[config.mk]
export PLATFORM = sky130hd
export DESIGN_NAME = bp_sacc_io_dispatch
export DESIGN_NICKNAME = d
export VERILOG_FILES = /design/src/rtl/bp_common_pkg.sv /design/src/rtl/bsg_fifo_1r1w_small.sv /design/src/rtl/bp_sacc_io_dispatch.sv
export SDC_FILE = /design/constraint.sdc
export NUM_CORES = 1
export LEC_CHECK = 0
export BUFFER_PORTS_ARGS = -buffer_cell sky130_fd_sc_hd__buf_2
export CAP_MARGIN = 15
export CORE_AREA = 2 2 288 290
export DETAILED_ROUTE_END_ITERATION = 8
export DIE_AREA = 0 0 290 292
export HOLD_SLACK_MARGIN = 0.15
export PLACE_DENSITY_LB_ADDON = 0.2
export SLEW_MARGIN = 25
export SYNTH_ARGS = -nofsm -noshare
export SYNTH_HDL_FRONTEND = slang
export SYNTH_SLANG_ARGS = --single-unit
[constraint.sdc]
create_clock -name clk_i -period 2.3 [get_ports clk_i]
set_input_delay 0.115 -clock clk_i [delete_from_list [all_inputs] [get_ports clk_i]]
set_output_delay 0.115 -clock clk_i [all_outputs]
set_load 0.02 [all_outputs]
[src/rtl/bp_common_pkg.sv]
// Shared BedRock message types and helpers for the multi-accelerator sacc tile I/O dispatch.
package bp_common_pkg;

    localparam int sacc_max_channels_gp = 8;
    localparam int paddr_width_gp       = 40;
    localparam int cce_data_width_gp    = 64;

    typedef enum logic [3:0] {
        e_bedrock_mem_rd    = 4'd0,
        e_bedrock_mem_wr    = 4'd1,
        e_bedrock_mem_uc_rd = 4'd2,
        e_bedrock_mem_uc_wr = 4'd3
    } bp_bedrock_mem_type_e;

    typedef struct packed {
        bp_bedrock_mem_type_e        msg_type;
        logic [2:0]                  size;
        logic [paddr_width_gp-1:0]   addr;
    } bp_bedrock_cce_mem_hdr_s;

    typedef struct packed {
        bp_bedrock_cce_mem_hdr_s       header;
        logic [cce_data_width_gp-1:0]  data;
    } bp_bedrock_cce_mem_msg_s;

    // Width of an index into n things, never less than one bit.
    function automatic int safe_clog2(input int n);
        return (n <= 1) ? 1 : $clog2(n);
    endfunction

endpackage

[src/rtl/bsg_fifo_1r1w_small.sv]
// Small flop-based FIFO with one write and one read port; pointers wrap modulo els_p.
module bsg_fifo_1r1w_small
    import bp_common_pkg::*;
#(
    parameter int width_p = 1,
    parameter int els_p   = 4
) (
    input  logic               clk_i,
    input  logic               reset_i,
    input  logic               v_i,
    output logic               ready_o,
    input  logic [width_p-1:0] data_i,
    output logic               v_o,
    output logic [width_p-1:0] data_o,
    input  logic               yumi_i
);

    localparam int ptr_w_lp = safe_clog2(els_p);
    localparam int cnt_w_lp = $clog2(els_p + 1);
    localparam logic [ptr_w_lp-1:0] last_lp = ptr_w_lp'(els_p - 1);
    localparam logic [cnt_w_lp-1:0] els_lp  = cnt_w_lp'(els_p);

    logic [width_p-1:0]  mem_q [els_p];
    logic [ptr_w_lp-1:0] wptr_q, rptr_q;
    logic [cnt_w_lp-1:0] cnt_q, cnt_d;
    logic                push, pop;

    assign ready_o = (cnt_q != els_lp);
    assign v_o     = (cnt_q != '0);
    assign push    = v_i & ready_o;
    assign pop     = yumi_i & v_o;
    assign data_o  = mem_q[rptr_q];

    always_comb begin
        cnt_d = cnt_q;
        case ({push, pop})
            2'b10:   cnt_d = cnt_q + cnt_w_lp'(1);
            2'b01:   cnt_d = cnt_q - cnt_w_lp'(1);
            default: cnt_d = cnt_q;
        endcase
    end

    always_ff @(posedge clk_i or posedge reset_i) begin
        if (reset_i) begin
            wptr_q <= '0;
            rptr_q <= '0;
            cnt_q  <= '0;
        end else begin
            cnt_q <= cnt_d;
            if (push) wptr_q <= (wptr_q == last_lp) ? '0 : wptr_q + ptr_w_lp'(1);
            if (pop)  rptr_q <= (rptr_q == last_lp) ? '0 : rptr_q + ptr_w_lp'(1);
        end
    end

    always_ff @(posedge clk_i) begin
        if (push) mem_q[wptr_q] <= data_i;
    end

endmodule

[src/rtl/bp_sacc_io_dispatch.sv]
// Fans one io_cce command stream out to num_sacc_p accelerators and returns responses in command order.
// Optional BP_SACC_DISPATCH_PERF_EN adds per-channel accepted-command counters on cmd_count_o.
module bp_sacc_io_dispatch
    import bp_common_pkg::*;
#(
    parameter int num_sacc_p        = 2,
    parameter int sel_lsb_p         = 20,
    parameter int max_outstanding_p = 4
) (
    input  logic                                      clk_i,
    input  logic                                      reset_i,
    input  bp_bedrock_cce_mem_msg_s                   io_cmd_i,
    input  logic                                      io_cmd_v_i,
    output logic                                      io_cmd_ready_and_o,
    output bp_bedrock_cce_mem_msg_s                   io_resp_o,
    output logic                                      io_resp_v_o,
    input  logic                                      io_resp_yumi_i,
    output bp_bedrock_cce_mem_msg_s [num_sacc_p-1:0]  sacc_cmd_o,
    output logic [num_sacc_p-1:0]                     sacc_cmd_v_o,
    input  logic [num_sacc_p-1:0]                     sacc_cmd_ready_and_i,
    input  bp_bedrock_cce_mem_msg_s [num_sacc_p-1:0]  sacc_resp_i,
    input  logic [num_sacc_p-1:0]                     sacc_resp_v_i,
    output logic [num_sacc_p-1:0]                     sacc_resp_ready_and_o,
    output logic [num_sacc_p-1:0][31:0]               cmd_count_o,
    output logic                                      busy_o
);

    localparam int sel_width_lp = safe_clog2(num_sacc_p);
    localparam logic [sel_width_lp:0] num_lp = (sel_width_lp+1)'(num_sacc_p);

    logic [sel_width_lp-1:0]  sel, head;
    logic [num_sacc_p-1:0]    sel_hit, head_hit;
    logic                     legal, full, empty, fifo_ready, fifo_v;
    logic                     accel_ready, push, pop, err_accept;
    logic                     err_pending_q;
    bp_bedrock_cce_mem_hdr_s  err_hdr_q;

    assign sel         = io_cmd_i.header.addr[sel_lsb_p +: sel_width_lp];
    assign legal       = ({1'b0, sel} < num_lp);
    assign full        = ~fifo_ready;
    assign empty       = ~fifo_v;
    assign accel_ready = |(sel_hit & sacc_cmd_ready_and_i);

    // Illegal commands wait for a drained tracker so the error reply cannot overtake older responses.
    assign io_cmd_ready_and_o = ~reset_i & ~err_pending_q & (legal ? (accel_ready & ~full) : empty);
    assign push       = io_cmd_v_i & io_cmd_ready_and_o & legal;
    assign err_accept = io_cmd_v_i & io_cmd_ready_and_o & ~legal;
    assign pop        = io_resp_yumi_i & ~empty & ~err_pending_q;
    assign busy_o     = ~empty | err_pending_q;

    bsg_fifo_1r1w_small #(
        .width_p (sel_width_lp),
        .els_p   (max_outstanding_p)
    ) tracker (
        .clk_i   (clk_i),
        .reset_i (reset_i),
        .v_i     (push),
        .ready_o (fifo_ready),
        .data_i  (sel),
        .v_o     (fifo_v),
        .data_o  (head),
        .yumi_i  (pop)
    );

    for (genvar c = 0; c < num_sacc_p; c++) begin : g_ch
        assign sel_hit[c]               = legal & (sel == sel_width_lp'(c));
        assign head_hit[c]              = (head == sel_width_lp'(c));
        assign sacc_cmd_o[c]            = io_cmd_i;
        assign sacc_cmd_v_o[c]          = ~reset_i & io_cmd_v_i & sel_hit[c] & ~full & ~err_pending_q;
        assign sacc_resp_ready_and_o[c] = ~empty & head_hit[c] & io_resp_yumi_i;
    end

    always_comb begin
        io_resp_o   = '0;
        io_resp_v_o = 1'b0;
        if (err_pending_q) begin
            io_resp_o.header = err_hdr_q;
            io_resp_v_o      = 1'b1;
        end else if (~empty) begin
            io_resp_v_o = |(head_hit & sacc_resp_v_i);
            for (int i = 0; i < num_sacc_p; i++)
                if (head_hit[i]) io_resp_o = sacc_resp_i[i];
        end
    end

    always_ff @(posedge clk_i or posedge reset_i) begin
        if (reset_i) begin
            err_pending_q <= 1'b0;
            err_hdr_q     <= '0;
        end else if (err_accept) begin
            err_pending_q <= 1'b1;
            err_hdr_q     <= io_cmd_i.header;
        end else if (err_pending_q & io_resp_yumi_i) begin
            err_pending_q <= 1'b0;
        end
    end

`ifdef BP_SACC_DISPATCH_PERF_EN
    logic [num_sacc_p-1:0][31:0] cnt_q, cnt_d;

    always_comb begin
        cnt_d = cnt_q;
        for (int i = 0; i < num_sacc_p; i++)
            if (sacc_cmd_v_o[i] & sacc_cmd_ready_and_i[i]) cnt_d[i] = cnt_q[i] + 32'd1;
    end

    always_ff @(posedge clk_i or posedge reset_i) begin
        if (reset_i) cnt_q <= '0;
        else         cnt_q <= cnt_d;
    end

    assign cmd_count_o = cnt_q;
`else
    assign cmd_count_o = '0;
`endif

endmodule
==> flow_summary.ini, run 1 <==
[status]
status = finished, final reports clean

[timing]
period_minus_slack_ns = 2.264
max_freq_ghz = 0.4417
finalHoldViolCount = 0
relSlewSlack_pct = 59.07
rsz0062_at_grt = yes
period_share_pct = 98.43
setup_viol = 0
worst_pin_slew_ns = 0.6140
skew_ns = 0.004310
finalMaxSlewViolations = 0

[floorplan]
num_io_pins = 745
core_um2 = 81580
die_y_um = 292
rows = 105
design.die.area_um2 = 84680
die_w_um = 290
start_util_pct = 5.497

[setup_path]
path_class = flip-flop to output pin
cp-startpoint = tracker.rptr_q[0]
crit_buf_inv = 2
start_kind = flip-flop
arrival_ns = 2.15
slowest_stage = mux4_4
endpoint_kind = output pin
crit_required_ns = 2.18
r2r-start = tracker.cnt_q[0]
critPathMaxStageDelay_ns = 0.69
cp_cell_sequence = mux4_4 > buf_12 > mux2i_1 > nor2_1 > buf_2
critical-path-top-delay-family = multiplexers
cp_max_fo = 39

[synthesis]
synth-main-ff-cell = dfrtp_1
ys_seq_elements = 11
ys_seq_area_share_pct = 6.585
synth_warnings = 0
synth-edff-count = 4
synthCells = 590
synth_area_per_cell_um2 = 7.601
synth.cell_area_um2 = 4484
synth.distinct_cells = 25
synthArstFlopShare_pct = 63.64

[routing]
drt_iter0_drc = 79
met2_length_um = 9397
route.detailed.drc = 0
wl_per_cell_um = 11.45
via_per_inst = 2.245
num_vias = 4001
highest_layer = met4
detail-route-antenna-nets = 0
wl_met3_um = 3018
detail_route.first_pass.iterations = 4
wl_met1_um = 6873
routed_wl_um = 20410

[layout]
final_util_pct = 7.168
stdcell_area_um2 = 5848
area_growth_pct = 30.41
fill_cells = 9643
final_net_count = 1058
regArea_um2 = 295.3
layout_commonest_cell = buf_2
drive_gt1_share_pct = 52.89
multi_input_area_um2 = 2120
final_cell_mix = buf_2, nor2_1, mux2i_1

[cts]
cts_buffers = 3
clock_latency_ns = 0.24
htree_levels = 1
cts_buffer_depth = 2
cts_sinks = 11
cts_tree = done
clk_pin_slew_ns = 0.04
cts-root-buf = clkbuf_16

[power]
power_density_nw_per_um2 = 1055
p_comb_share_pct = 89.3
p_clk_share_pct = 5.1
p_leak_nw = 2.968
power_switching_mw = 3.552
ir_worst_vdd_mv = 0.5096
seqPwrFrac_pct = 5.7
switching_share_pct = 57.60
p_int_mw = 2.615

[hold_path]
hold_start = io_cmd_i[81]
min_path_type = primary input to output pin

[global_routing]
grt_max_degree = 113
antenna_found_initial = 13
grt_usage_pct = 4.341
first_global_vias = 3931
grt_pass1_wl_um = 26840
overflow = 0

[placement]
dpl_cell_area_um2 = 5628
dp_hpwl_um = 17400
port_buffers = 350
gp_congestion = 0.7844

[job]
maxCapViolCount = 0
==> final cells by class <==
type	count	area share (%)
well taps	1070	22.89
clock buffers	4	1.348
multi-input cells	322	36.24
diodes	3	0.1284
flip-flops and latches	11	5.049
repair buffers	363	33.76
inverters	9	0.5777
==> power by group through the flow <==
| stage | clock (mW) | combinational (mW) | sequential (mW) |
|---|---|---|---|
| 2_1_floorplan | 0 | 4.25 | 0.331 |
| 3_3_place_gp | 0 | 5.37 | 0.354 |
| 3_5_place_dp | 0 | 5.35 | 0.354 |
| 4_1_cts | 0.323 | 5.58 | 0.347 |
| 5_1_grt | 0.331 | 5.95 | 0.363 |
| 6_report | 0.312 | 5.51 | 0.349 |
==> worst paths after layout <==
path                                           to  slack (ns)  cells past startpoint
worst max-delay path                io_resp_o[24]        0.04                      5
worst min-delay path               sacc_cmd_o[81]        0.23                      0
worst max register to register   tracker.cnt_q[2]        0.23                      9
worst min register to register   tracker.cnt_q[2]        0.52                      1
max in group asynchronous       tracker.rptr_q[0]        1.64                      3
min in group asynchronous        tracker.cnt_q[2]        0.42                      3
==> cell usage after synthesis (all sizes together), types with 2 or more instances <==
cell / number / share of area, %
buf: 299 / 50
nor2: 116 / 9.7
mux2i: 113 / 25
clkbuf: 12 / 1.0
inv: 9 / 0.75
dfrtp: 7 / 3.9
ha: 6 / 1.7
and2: 4 / 0.56
edfxtp: 4 / 2.7
mux2: 4 / 1.0
nand2: 2 / 0.17
nor3: 2 / 0.22
nor4b: 2 / 0.53
xor2: 2 / 0.39
==> worst reg2reg max path, cell delays in order, from the launching register on <==
cell and delay [ns]:
dfrtp_1 0.44, nor3b_2 0.29, nor4b_2 0.10, inv_1 0.07, ha_1 0.16, inv_1 0.06
fa_1 0.43, xor2_1 0.15, nor2_1 0.12, xor2_1 0.17
==> cell families (layout without fill, tap and decap cells) <==
| family | count (synthesis) | after routing | share of synthesized area (%) |
|---|---|---|---|
| and+or+nand+nor | 129 | 129 | 11.72 |
| DFF | 11 | 11 | 6.585 |
| muxes | 118 | 118 | 26.73 |
| adders and majority gates | 7 | 7 | 2.121 |
| xor gates and xnor gates | 3 | 3 | 0.5860 |
| buffers and inverters | 320 | 376 | 52.06 |
| AOI/OAI and AO/OA | 1 | 1 | 0.1115 |
| other | 1 | 67 | 0.08363 |
==> layer usage <==
layer  vias up  global-route usage [%]
met1      1666                   4.063
li1       1777                       -
met3        81                   2.831
met2       477                   7.346
met5         -                       0
met4         0                   2.083
==> flip-flops by register name (all words and copies together) (netlist names) <==
name and flops:
tracker.rptr_q 2, tracker.wptr_q 2, tracker.mem_q 4, tracker.cnt_q 3
==> what timing repair did <==
action	CTS	global route
gates resized for setup	10	16
hold endpoints to repair	7	0
buffers inserted	3	0
gates cloned	1	0
hold buffers	1	0
endpoints found under the setup margin	71	56
==> per-stage QoR <==
step	TNS, ns	hold slack (ns)	cells	setup slack (ns)	total power [mW]
after detailed placement	0	0.1477	1770	0.07309	5.709
after global routing	-0.8441	0.2300	1780	-0.04918	6.642
final	0	0.2300	1782	0.03620	6.167
after CTS	0	0.2302	1779	0.005654	6.253
after global placement	0	0.1527	1770	0.1369	5.723
after floorplan	0	-0.08160	653	0.2028	4.578
No activity file was read; power rests on OpenSTA's default activity.
==> run 2, diff against run 1 <==
--- a/config.mk
+++ b/config.mk
@@ -7,9 +7,9 @@
 export LEC_CHECK = 0
 export BUFFER_PORTS_ARGS = -buffer_cell sky130_fd_sc_hd__buf_2
 export CAP_MARGIN = 15
-export CORE_AREA = 2 2 288 290
+export CORE_AREA = 2 2 287 289
 export DETAILED_ROUTE_END_ITERATION = 8
-export DIE_AREA = 0 0 290 292
+export DIE_AREA = 0 0 289 291
 export HOLD_SLACK_MARGIN = 0.15
 export PLACE_DENSITY_LB_ADDON = 0.2
 export SLEW_MARGIN = 25
==> constraint.sdc (replaced) <==
create_clock -name clk_i -period 2.08 [get_ports clk_i]
set_input_delay 0.104 -clock clk_i [delete_from_list [all_inputs] [get_ports clk_i]]
set_output_delay 0.104 -clock clk_i [all_outputs]
set_load 0.02 [all_outputs]
==> flow_summary.ini, run 2 (same netlist as run 1, synthesis figures left out) <==
[timing]
period_share_pct = 110.1
finalHoldViolCount = 0
rsz0062_at_grt = yes
timing.final.ws_setup_ns = -0.2091
worst_pin_slew_ns = 0.5707
period_minus_slack_ns = 2.289
finalMaxSlewViolations = 0
setup_viol = 111
max_freq_ghz = 0.4369
relSlewSlack_pct = 61.95
skew_ns = 0.005889

[floorplan]
die_y_um = 291
rows = 105
num_io_pins = 745
start_util_pct = 5.523
core_um2 = 81190
die_w_um = 289
design.die.area_um2 = 84100

[layout]
top_register = tracker.mem_q
layout_commonest_cell = buf_2
final_cell_mix = buf_2, nor2_1, mux2i_1
final_cells = 1792
n_antenna_cell = 0
drive_gt1_share_pct = 55.96
area_growth_pct = 35.41
largestRegisters = tracker.mem_q: 4 flops, tracker.cnt_q: 3 flops
stdcell_area_um2 = 6072
largest_reg_flops = 4
final_net_count = 1071

[routing]
detail-route-antenna-nets = 0
via_per_inst = 2.190
routed_wl_um = 18140
wl_per_cell_um = 10.12
detail_route.first_pass.iterations = 4
num_vias = 3925
drt_iter0_drc = 71
route.detailed.drc = 0

[cts]
clk_pin_slew_ns = 0.04
cts_buffer_depth = 2
cts_tree = done
htree_levels = 1
cts_buffers = 3
clock_latency_ns = 0.24
cts-root-buf = clkbuf_16
cts_sinks = 11

[power]
p_leak_nw = 3.039
power_density_nw_per_um2 = 1201
total_power_mw = 7.290
ir_worst_vdd_mv = 0.5498

[placement]
gp_congestion = 0.7665
placed_cells = 1779
dpl_cell_area_um2 = 5707
dp_hpwl_um = 14520
port_buffers = 350

[setup_path]
cp_max_fo = 47
arrival_ns = 2.19
crit_required_ns = 1.98
path_class = flip-flop to output pin
start_kind = flip-flop
endpoint_kind = output pin

[status]
violations = negative setup slack
status = finished, violations left

[job]
maxCapViolCount = 0

[global_routing]
overflow = 0
grt_pass1_wl_um = 20950
antenna_found_initial = 3
grt_usage_pct = 3.346
first_global_vias = 3671
grt_max_degree = 113

[hold_path]
min_path_type = primary input to output pin
## run 2: cell count changes in the layout (fill, tap and decap cells not counted), moves of 5 or more
cell and change:
mux2i_1 -9, buf_4 +15, buf_2 -5, mux2i_2 +6
## run 2: repair_timing
action                                  4_1_cts  5_1_grt
pin swaps                                     0        7
endpoints found under the setup margin      106      114
hold buffers                                  1        0
buffers inserted                              0        5
gates cloned                                  0        3
hold endpoints to repair                      7        0
resized for setup                             8       42
## run 2: critical path, cell delays in order, from the launching register on
cell and delay, ns:
dfrtp_1 0.36, mux4_4 0.73, buf_12 0.24, mux2i_4 0.27, nor2_1 0.10, buf_2 0.17
## run 2: metal layers
layer  track usage (%)  share of wire (%)
met5                 0                  0
met1             2.707                 31
met3             1.324                 13
met4             1.798                4.8
met2             6.693                 52
## run 2: power breakdown
group	leakage (nW)	internal, mW	switching, mW	total, mW
Sequential	0.116	0.310	0.0992	0.410
Combinational	2.88	2.64	3.89	6.53
Clock	0.0382	0.257	0.0932	0.350
## run 2: layout make-up
class | count | area [µm²]
Fill cell | 9561 | 75120
Timing Repair Buffer | 376 | 2116
Clock buffer | 4 | 78.83
Sequential cell | 11 | 299.0
Inverter | 9 | 33.78
Multi-Input combinational cell | 322 | 2206
Tap cell | 1070 | 1339
## run 2: final timing paths
| kind | from | end | slack, ns | depth (start not counted) |
|---|---|---|---|---|
| worst max-delay path | tracker.rptr_q[0] | io_resp_o[22] | -0.21 | 5 |
| worst min-delay path | io_cmd_i[91] | sacc_cmd_o[91] | 0.21 | 0 |
| worst max register to register | tracker.cnt_q[1] | tracker.cnt_q[2] | 0.15 | 9 |
| worst min register to register | tracker.cnt_q[2] | tracker.cnt_q[2] | 0.51 | 1 |
| max in group asynchronous | reset_i | tracker.cnt_q[1] | 1.37 | 3 |
| min in group asynchronous | reset_i | tracker.wptr_q[0] | 0.44 | 3 |
## run 2: stage by stage
stage | hold slack [ns] | setup slack, ns | TNS (ns) | utilization, %
after floorplan | -0.09260 | 0.1130 | 0 | -
after global placement | 0.1350 | -0.001048 | -0.001048 | 7.029
after detailed placement | 0.1348 | 0.006376 | 0 | 7.029
after CTS | 0.2082 | -0.2033 | -10.21 | 7.172
after global routing | 0.2080 | -0.2785 | -23.42 | 7.479
final | 0.2080 | -0.2091 | -12.01 | 7.479
